## src/rtl/fphub_pkg.sv

```systemverilog
// Shared state encoding, digit codes and constant builders for the HUB square-root output stage.
package fphub_pkg;

    typedef enum logic [1:0] {IDLE, COLLECT, FINAL, DONE} state_t;

    localparam logic [1:0] DIGIT_POS  = 2'b01;
    localparam logic [1:0] DIGIT_ZERO = 2'b00;
    localparam logic [1:0] DIGIT_NEG  = 2'b11;

    function automatic logic [63:0] exp_all_ones(input int e);
        return (64'd1 << e) - 64'd1;
    endfunction

    // Quiet NaN: positive sign, all-ones exponent, only the mantissa MSB set.
    function automatic logic [63:0] qnan_word(input int m, input int e);
        return (exp_all_ones(e) << m) | (64'd1 << (m - 1));
    endfunction

endpackage

```

## src/rtl/fphub_otf_conv.sv

```systemverilog
// On-the-fly conversion of the signed-digit root stream into Q and QM = Q - ulp.
module fphub_otf_conv
    import fphub_pkg::*;
#(
    parameter int N  = 26,
    parameter int CW = $clog2(N + 1)
) (
    input  logic          clk,
    input  logic          rst_l,
    input  logic          clr,
    input  logic          digit_vld,
    input  logic [1:0]    digit,
    output logic [N-1:0]  q,
    output logic [N-1:0]  qm,
    output logic [CW-1:0] cnt
);

    localparam logic [N-1:0] MSB = {1'b1, {(N-1){1'b0}}};

    logic [N-1:0] w;

    assign w = MSB >> cnt;

    always_ff @(posedge clk) begin
        if (!rst_l || clr) begin
            q   <= '0;
            qm  <= '0;
            cnt <= '0;
        end else if (digit_vld) begin
            case (digit)
                DIGIT_POS: begin
                    q  <= q | w;
                    qm <= q;
                end
                DIGIT_NEG:         q  <= qm | w;
                DIGIT_ZERO, 2'b10: qm <= qm | w;
            endcase
            cnt <= cnt + CW'(1);
        end
    end

endmodule

```

## src/rtl/fphub_sqrt_pack.sv

```systemverilog
// Output stage of the HUB radix-2 square root: classification, exponent halving, result packing.
// Defining FPHUB_SQRT_FLAGS_EN adds a {invalid, zero} flags port; res is unaffected.
module fphub_sqrt_pack
    import fphub_pkg::*;
#(
    parameter int M = 23,
    parameter int E = 8,
    parameter int N = 26
) (
    input  logic         clk,
    input  logic         rst_l,
    input  logic         start,
    input  logic [M+E:0] x,
    output logic         idle,
    input  logic         digit_vld,
    input  logic [1:0]   digit,
    input  logic         rem_neg,
    output logic [M+E:0] res,
    output logic         res_vld,
    input  logic         res_rdy
`ifdef FPHUB_SQRT_FLAGS_EN
    ,
    output logic [1:0]   flags
`endif
);

    localparam int CW  = $clog2(N + 1);
    localparam int EW1 = E + 1;
    localparam int W   = M + E + 1;
    localparam logic [E-1:0] EXP_ONES = E'(exp_all_ones(E));
    localparam logic [E:0]   BIAS     = EW1'(exp_all_ones(E - 1));
    localparam logic [M+E:0] QNAN     = W'(qnan_word(M, E));

    state_t          state, state_nx;
    logic            x_sign;
    logic [E-1:0]    x_exp;
    logic            is_zero, is_special;
    logic [M+E:0]    special_res;
    logic [E:0]      exp_sum;
    logic [E-1:0]    res_exp;
    logic            rem_neg_q;
    logic            dig_take, last_digit;
    logic [N-1:0]    q, qm, root;
    logic [CW-1:0]   cnt;
    logic [M-1:0]    mant;
    logic            unused_root_bits;

    assign x_sign      = x[M+E];
    assign x_exp       = x[M+E-1:M];
    assign is_zero     = (x_exp == '0);
    assign is_special  = is_zero || x_sign || (x_exp == EXP_ONES);
    assign special_res = is_zero ? {x_sign, {(M+E){1'b0}}} : (x_sign ? QNAN : x);
    assign exp_sum     = {1'b0, x_exp} + BIAS;

    assign idle       = (state == IDLE);
    assign dig_take   = digit_vld && (state == COLLECT);
    assign last_digit = (cnt == CW'(N - 1));

    // The root sits in [1,2): the integer bit is implicit and bits below the HUB mantissa are dropped.
    assign root             = rem_neg_q ? qm : q;
    assign mant             = root[N-2 -: M];
    assign unused_root_bits = ^{root[N-1], root[N-M-2:0]};

    fphub_otf_conv #(.N(N), .CW(CW)) u_otf (
        .clk       (clk),
        .rst_l     (rst_l),
        .clr       (idle),
        .digit_vld (dig_take),
        .digit     (digit),
        .q         (q),
        .qm        (qm),
        .cnt       (cnt)
    );

    always_ff @(posedge clk) begin
        if (!rst_l) state <= IDLE;
        else        state <= state_nx;
    end

    always_comb begin
        state_nx = state;
        case (state)
            IDLE:    if (start) state_nx = is_special ? DONE : COLLECT;
            COLLECT: if (dig_take && last_digit) state_nx = FINAL;
            FINAL:   state_nx = DONE;
            DONE:    if (res_vld && res_rdy) state_nx = IDLE;
            default: state_nx = IDLE;
        endcase
    end

    always_ff @(posedge clk) begin
        if (!rst_l) begin
            res       <= '0;
            res_vld   <= 1'b0;
            res_exp   <= '0;
            rem_neg_q <= 1'b0;
        end else begin
            case (state)
                IDLE: if (start) begin
                    if (is_special) begin
                        res     <= special_res;
                        res_vld <= 1'b1;
                    end else begin
                        res_exp <= exp_sum[E:1];
                    end
                end
                COLLECT: if (dig_take && last_digit) rem_neg_q <= rem_neg;
                FINAL: begin
                    res     <= {1'b0, res_exp, mant};
                    res_vld <= 1'b1;
                end
                DONE: if (res_rdy) res_vld <= 1'b0;
                default: ;
            endcase
        end
    end

`ifdef FPHUB_SQRT_FLAGS_EN
    always_ff @(posedge clk) begin
        if (!rst_l)              flags <= 2'b00;
        else if (idle && start)  flags <= {!is_zero && x_sign, is_zero};
    end
`else
    // Flags port and its register are absent in this build.
`endif

    illegal_digit_a: assert property (@(posedge clk) disable iff (!rst_l)
        dig_take |-> (digit != 2'b10));

endmodule

```

## config.mk

```make
export PLATFORM = sky130hd
export DESIGN_NAME = fphub_sqrt_pack
export DESIGN_NICKNAME = d
export VERILOG_FILES = /design/src/rtl/fphub_pkg.sv /design/src/rtl/fphub_otf_conv.sv /design/src/rtl/fphub_sqrt_pack.sv
export SDC_FILE = /design/constraint.sdc
export NUM_CORES = 1
export LEC_CHECK = 0
export CAP_MARGIN = 20
export CORE_MARGIN = 2
export CORE_UTILIZATION = 35
export DETAILED_ROUTE_END_ITERATION = 8
export GPL_ROUTABILITY_DRIVEN = 0
export PLACE_DENSITY = 0.58
export SLEW_MARGIN = 20
export SYNTH_ARGS = -nofsm -noshare
export SYNTH_HDL_FRONTEND = slang
export SYNTH_HIERARCHICAL = 1
export SYNTH_SLANG_ARGS = --single-unit
```

## constraint.sdc

```tcl
create_clock -name clk -period 2 [get_ports clk]
set_input_delay 0.6 -clock clk [delete_from_list [all_inputs] [get_ports clk]]
set_output_delay 0.6 -clock clk [all_outputs]
set_load 0.02 [all_outputs]
```

== Word-level counts from Yosys, hierarchy flattened ==
Cells that the tools add are included.
Cells by class
  reduce and logical (&&, ||, !) cells: 22
  equal/unequal tests: 13
  shifts and indexed selects: 1
  bitwise operators: 3
  multiplexer cells: 17
  add/sub/neg operators: 2
Operators by type and width (count)
  $pmux 26 s2: 2
  $mux 32: 3
  $pmux 32 s2: 1
  $or 26x26->26: 2
  $mux 31: 1
  $shr 26x5->26 const A: 1
  $mux 25: 1
  $add 8x7->9 const B: 1
  $reduce_and 3->1: 3
  $eq 2x2->1 const B: 4
  $eq 8x8->1 const B: 1
  $logic_not 8->1: 1
  $mux 2: 4
  $ne 2x2->1 const B: 4
  $pmux 2 s4: 1
  $reduce_and 2->1: 3
  $reduce_bool 2->1: 3
  $add 5x1->5 const B: 1
  $eq 5x5->1 const B: 1
  $eq 2x1->1 const B: 2
  $logic_not 2->1: 2
  $reduce_and 4->1: 1
  $logic_and 1x1->1: 3
  $logic_or 1x1->1: 3
  other kinds (7): 9
Word-level totals
  input port bits: 40
  word-level logic and storage cells: 66
  register bits after elaboration: 101

== Depth between registers and ports, before layout ==
  depth after elaboration: 6
  gate-level depth with buffers: 9
  mapped depth without buffers: 6

== Cells and area by module ==
The synthesis kept the hierarchy.
Modules (own cells, without submodules)
  fphub_sqrt_pack: instances 1, area an instance 2927.8 µm², cells an instance 363, seq. area each 880.8 µm²
  fphub_otf_conv: instances 1, area an instance 2825.2 µm², cells an instance 310, seq. area each 1141.1 µm²

== Worst setup path after synthesis ==
Ideal clock, no wire load.
  path type: input port to flip-flop
  start: input x[23]
  end: register res[0]
  stages: 7
  buffers on the path: 1
  arrival: 1.915 ns
  setup slack: 0.013 ns
  path through: inv_1 ha_1 nor3b_2 a21o_2 o21ai_2 buf_6 mux2i_1
Between the ends
  word-level cells in the longest chain between the ends: 5
  elaborated cells between the ends (all ways): 10
RTL lines
  from (decl): RTL line fphub_sqrt_pack.sv:13  | input logic [M+E:0] x,
  $logic_not 8->1: RTL line fphub_sqrt_pack.sv:50  | assign is_zero = (x_exp == '0);
  $mux 32 or $logic_or 1x1->1 (tied branches): RTL line fphub_sqrt_pack.sv:52, fphub_sqrt_pack.sv:51
  $mux 32 or $logic_or 1x1->1 (tied branches): RTL line fphub_sqrt_pack.sv:100, fphub_sqrt_pack.sv:51
  $mux 32 or $ne 2x2->1 (tied branches)
  $pmux 32 s2 or $reduce_and 3->1 (tied branches)
  to (signal assigned): RTL line fphub_sqrt_pack.sv:101  | res <= special_res;
  to (signal assigned): RTL line fphub_sqrt_pack.sv:109  | res <= {1'b0, res_exp, mant};
  to (decl): RTL line fphub_sqrt_pack.sv:18  | output logic [M+E:0] res,
Several ways; a longest one is shown, not always the timed one. The select of a mux whose other input is x is not followed.
A chain may end at the register's enable or synchronous reset.

== Worst setup path in the final report ==
  start: input x[26]
  end: register res[23]
The elaborated chain is that of the path after synthesis.

==> results.sh <==
export IMPL_outcome="complete, no violations"
export IMPL_routedWlPerCell_um=17.64
export IMPL_startpoint_type="input pin"
export IMPL_fp_dieH_um=129.2
export IMPL_fillers=1463
export IMPL_yosysWarnings=6
export IMPL_cts_sinks=95
export IMPL_start_util_pct=35.96
export IMPL_grt_max_degree=31
export IMPL_io_buffers=73
export IMPL_syn_cell_area_mm2=0.005487
export IMPL_final_hold_viol_count=0
export IMPL_drive_gt1_share_pct=13.28
export IMPL_hp_start="res[23]$_SDFFE_PN0P_"
export IMPL_maxSlewHeadroom_pct=68.77
export IMPL_grt_pass1_wl_um=26850
export IMPL_route_detailed_drc=0
export IMPL_setup_viol=0
export IMPL_hpwl_um=11510
export IMPL_fin_area_mm2=0.007168
export IMPL_crit_required_ns=2.23
export IMPL_crit_path_max_fanout=12
export IMPL_slew_viol_final=0
export IMPL_via_per_inst=5.447
export IMPL_nets=786
export IMPL_pre_cts_ws_ns=-0.4742
export IMPL_cp_end_kind="flip-flop"
export IMPL_io_pins=74
export IMPL_arrival_ns=2.19
export IMPL_fin_crit_sh_pct=98.05
export IMPL_hold_buffers=0
export IMPL_power_density_mw_per_mm2=997.4
export IMPL_max_freq_mhz=509.9
export IMPL_grtUsageTotal_pct=20.34
export IMPL_synthCells=643
export IMPL_clockBufferDepth=2
export IMPL_reg2reg_to="u_otf/q[17]$_SDFFE_PP0P_"
export IMPL_drtIter0Drc=402
export IMPL_peakVddDrop_mv=0.4553
export IMPL_setup_ws_ns=0.03891
export IMPL_syn_nets=695
export IMPL_place_area_mm2=0.006725
export IMPL_clock_latency_ns=0.35
export IMPL_dr_pass1_iters=6
export IMPL_dr_total_vias=5169
export IMPL_holdCritPathClass="reg -> reg"
export IMPL_fp_dieW_um=129.2
export IMPL_grt_pass1_vias=5220
export IMPL_fin_crit_ns=1.961
export IMPL_r2r_cells=7
export IMPL_cts_tree="done"
export IMPL_row_count=45
export IMPL_numCtsBuffers=9
export IMPL_r2r_slack_ns=0.16
export IMPL_p_leak_nw=2.669
export IMPL_total_power_mw=7.149
export IMPL_worstSetupPathType="in -> reg"
export IMPL_clkTransAtPathRegs_ns=0.06
export IMPL_core_mm2=0.01526
export IMPL_num_antenna_cells=0
export IMPL_htreeDepth=3
export IMPL_antenna_found_initial=0
export IMPL_worst_slew_pin_slew_ns=0.4679
export IMPL_detail_route_antenna_nets=0
export IMPL_holdPathEnd="res[23]$_SDFFE_PN0P_"
export IMPL_r2r_start="state[1]$_SDFFE_PN0P_"
export IMPL_syn_avg_cell_area_um2=8.533
export IMPL_whs_path_depth=2
export IMPL_drt_wl_total_um=16740
export IMPL_final_core_util_pct=46.98
export IMPL_die_area_mm2=0.01669
export IMPL_clock_skew_ns=0.006629
export IMPL_overflow=0
export IMPL_cts_root_buf="clkbuf_16"
export IMPL_drv_cap=0
export IMPL_area_delta_synth_final_pct=30.65
export IMPL_rsz0062_at_grt="true"
==> worst max-delay path, stage by stage <==
cell and delay [ns]:
clkdlybuf4s50_1 0.54, buf_6 0.15, nand3_1 0.14, o21ai_2 0.22, o21ai_4 0.11, bufbuf_16 0.31
mux2i_1 0.12
==> per-layer routing <==
layer | vias up | routed length [um] | track usage, %
met5 | - | 0 | 0
met4 | 0 | 452 | 8.312
met2 | 136 | 8087 | 34.55
met1 | 2478 | 7411 | 25.92
met3 | 27 | 789 | 2.931
li1 | 2528 | - | -
==> where the power goes <==
part	leakage, nW	internal, mW	switching, mW
registers	0.771	2.14	0.162
clock network	0.142	1.00	0.755
logic	1.76	1.53	1.56
==> final cells by class <==
type | instances | area [um2] | share of cell area [%]
Tap cell | 211 | 264.0 | 3.683
Clock buffer | 11 | 242.7 | 3.386
Sequential cell | 95 | 1903 | 26.55
Clock inverter | 4 | 55.05 | 0.7680
Multi-Input combinational cell | 458 | 3186 | 44.44
Inverter | 31 | 116.4 | 1.623
Timing Repair Buffer | 139 | 1401 | 19.55
==> registers in the layout (all words and copies together), names as in the netlist <==
| register | flops |
|---|---|
| res | 32 |
| u_otf/q | 23 |
| u_otf/qm | 23 |
| res_exp | 8 |
| u_otf/cnt | 5 |
| state | 2 |
| rem_neg_q | 1 |
| res_vld | 1 |
==> timing repair <==
action | in CTS | in global routing
gates resized for setup | 8 | 16
setup buffers | 5 | 1
gates cloned | 2 | 0
pin swaps | 4 | 4
endpoints found under the setup margin | 37 | 57
==> how the worst max path moves through the flow <==
stage / startpoint / end / slack [ns] / cells after the start
2_1_floorplan: x[23] / res[0]$_SDFFE_PN0P_ / 0.01 / 7
3_3_place_gp: x[26] / res[30]$_SDFFE_PN0P_ / -0.50 / 6
3_5_place_dp: x[23] / res[24]$_SDFFE_PN0P_ / -0.47 / 8
4_1_cts: state[1]$_SDFFE_PN0P_ / state[0]$_SDFFE_PN0P_ / 0.004 / 7
5_1_grt: x[23] / res[12]$_SDFFE_PN0P_ / -0.04 / 8
6_report: x[26] / res[23]$_SDFFE_PN0P_ / 0.04 / 7
==> stage by stage <==
| step | setup TNS [ns] | hold slack [ns] | std cells |
|---|---|---|---|
| after floorplan | 0 | 0.4417 | 643 |
| after global placement | -21.95 | 0.4454 | 927 |
| after detailed placement | -23.78 | 0.4553 | 927 |
| after CTS | 0 | 0.4641 | 949 |
| after global routing | -0.3095 | 0.4874 | 949 |
| final | 0 | 0.4577 | 949 |
==> cells in the final DEF (no fill, tap or decap), types with 2 or more instances in the layout <==
cell and n:
and2b_1 4, buf_6 3, a311oi_1 5, buf_12 9, and3b_1 4, xnor2_1 5
nor2_1 42, nand2b_1 3, nor4b_1 2, a211oi_1 60, bufbuf_16 2, mux2i_1 57
nor3_1 67, clkdlybuf4s50_1 64, and4b_1 7, o22ai_1 3, and4bb_2 3, o21ai_1 3
o21ai_0 30, xor2_1 3, clkbuf_16 9, and2_1 9, dlygate4sd2_1 3, ha_1 11
nand4_1 6, and4_1 3, buf_4 52, nand3_1 3, nand2_1 39, dlymetal6s2s_1 4
inv_1 31, nor4bb_1 6, a21oi_1 10, dfxtp_1 94, o221ai_1 23, nor2b_1 29
Note: power is estimated with default switching activity, not from simulation.
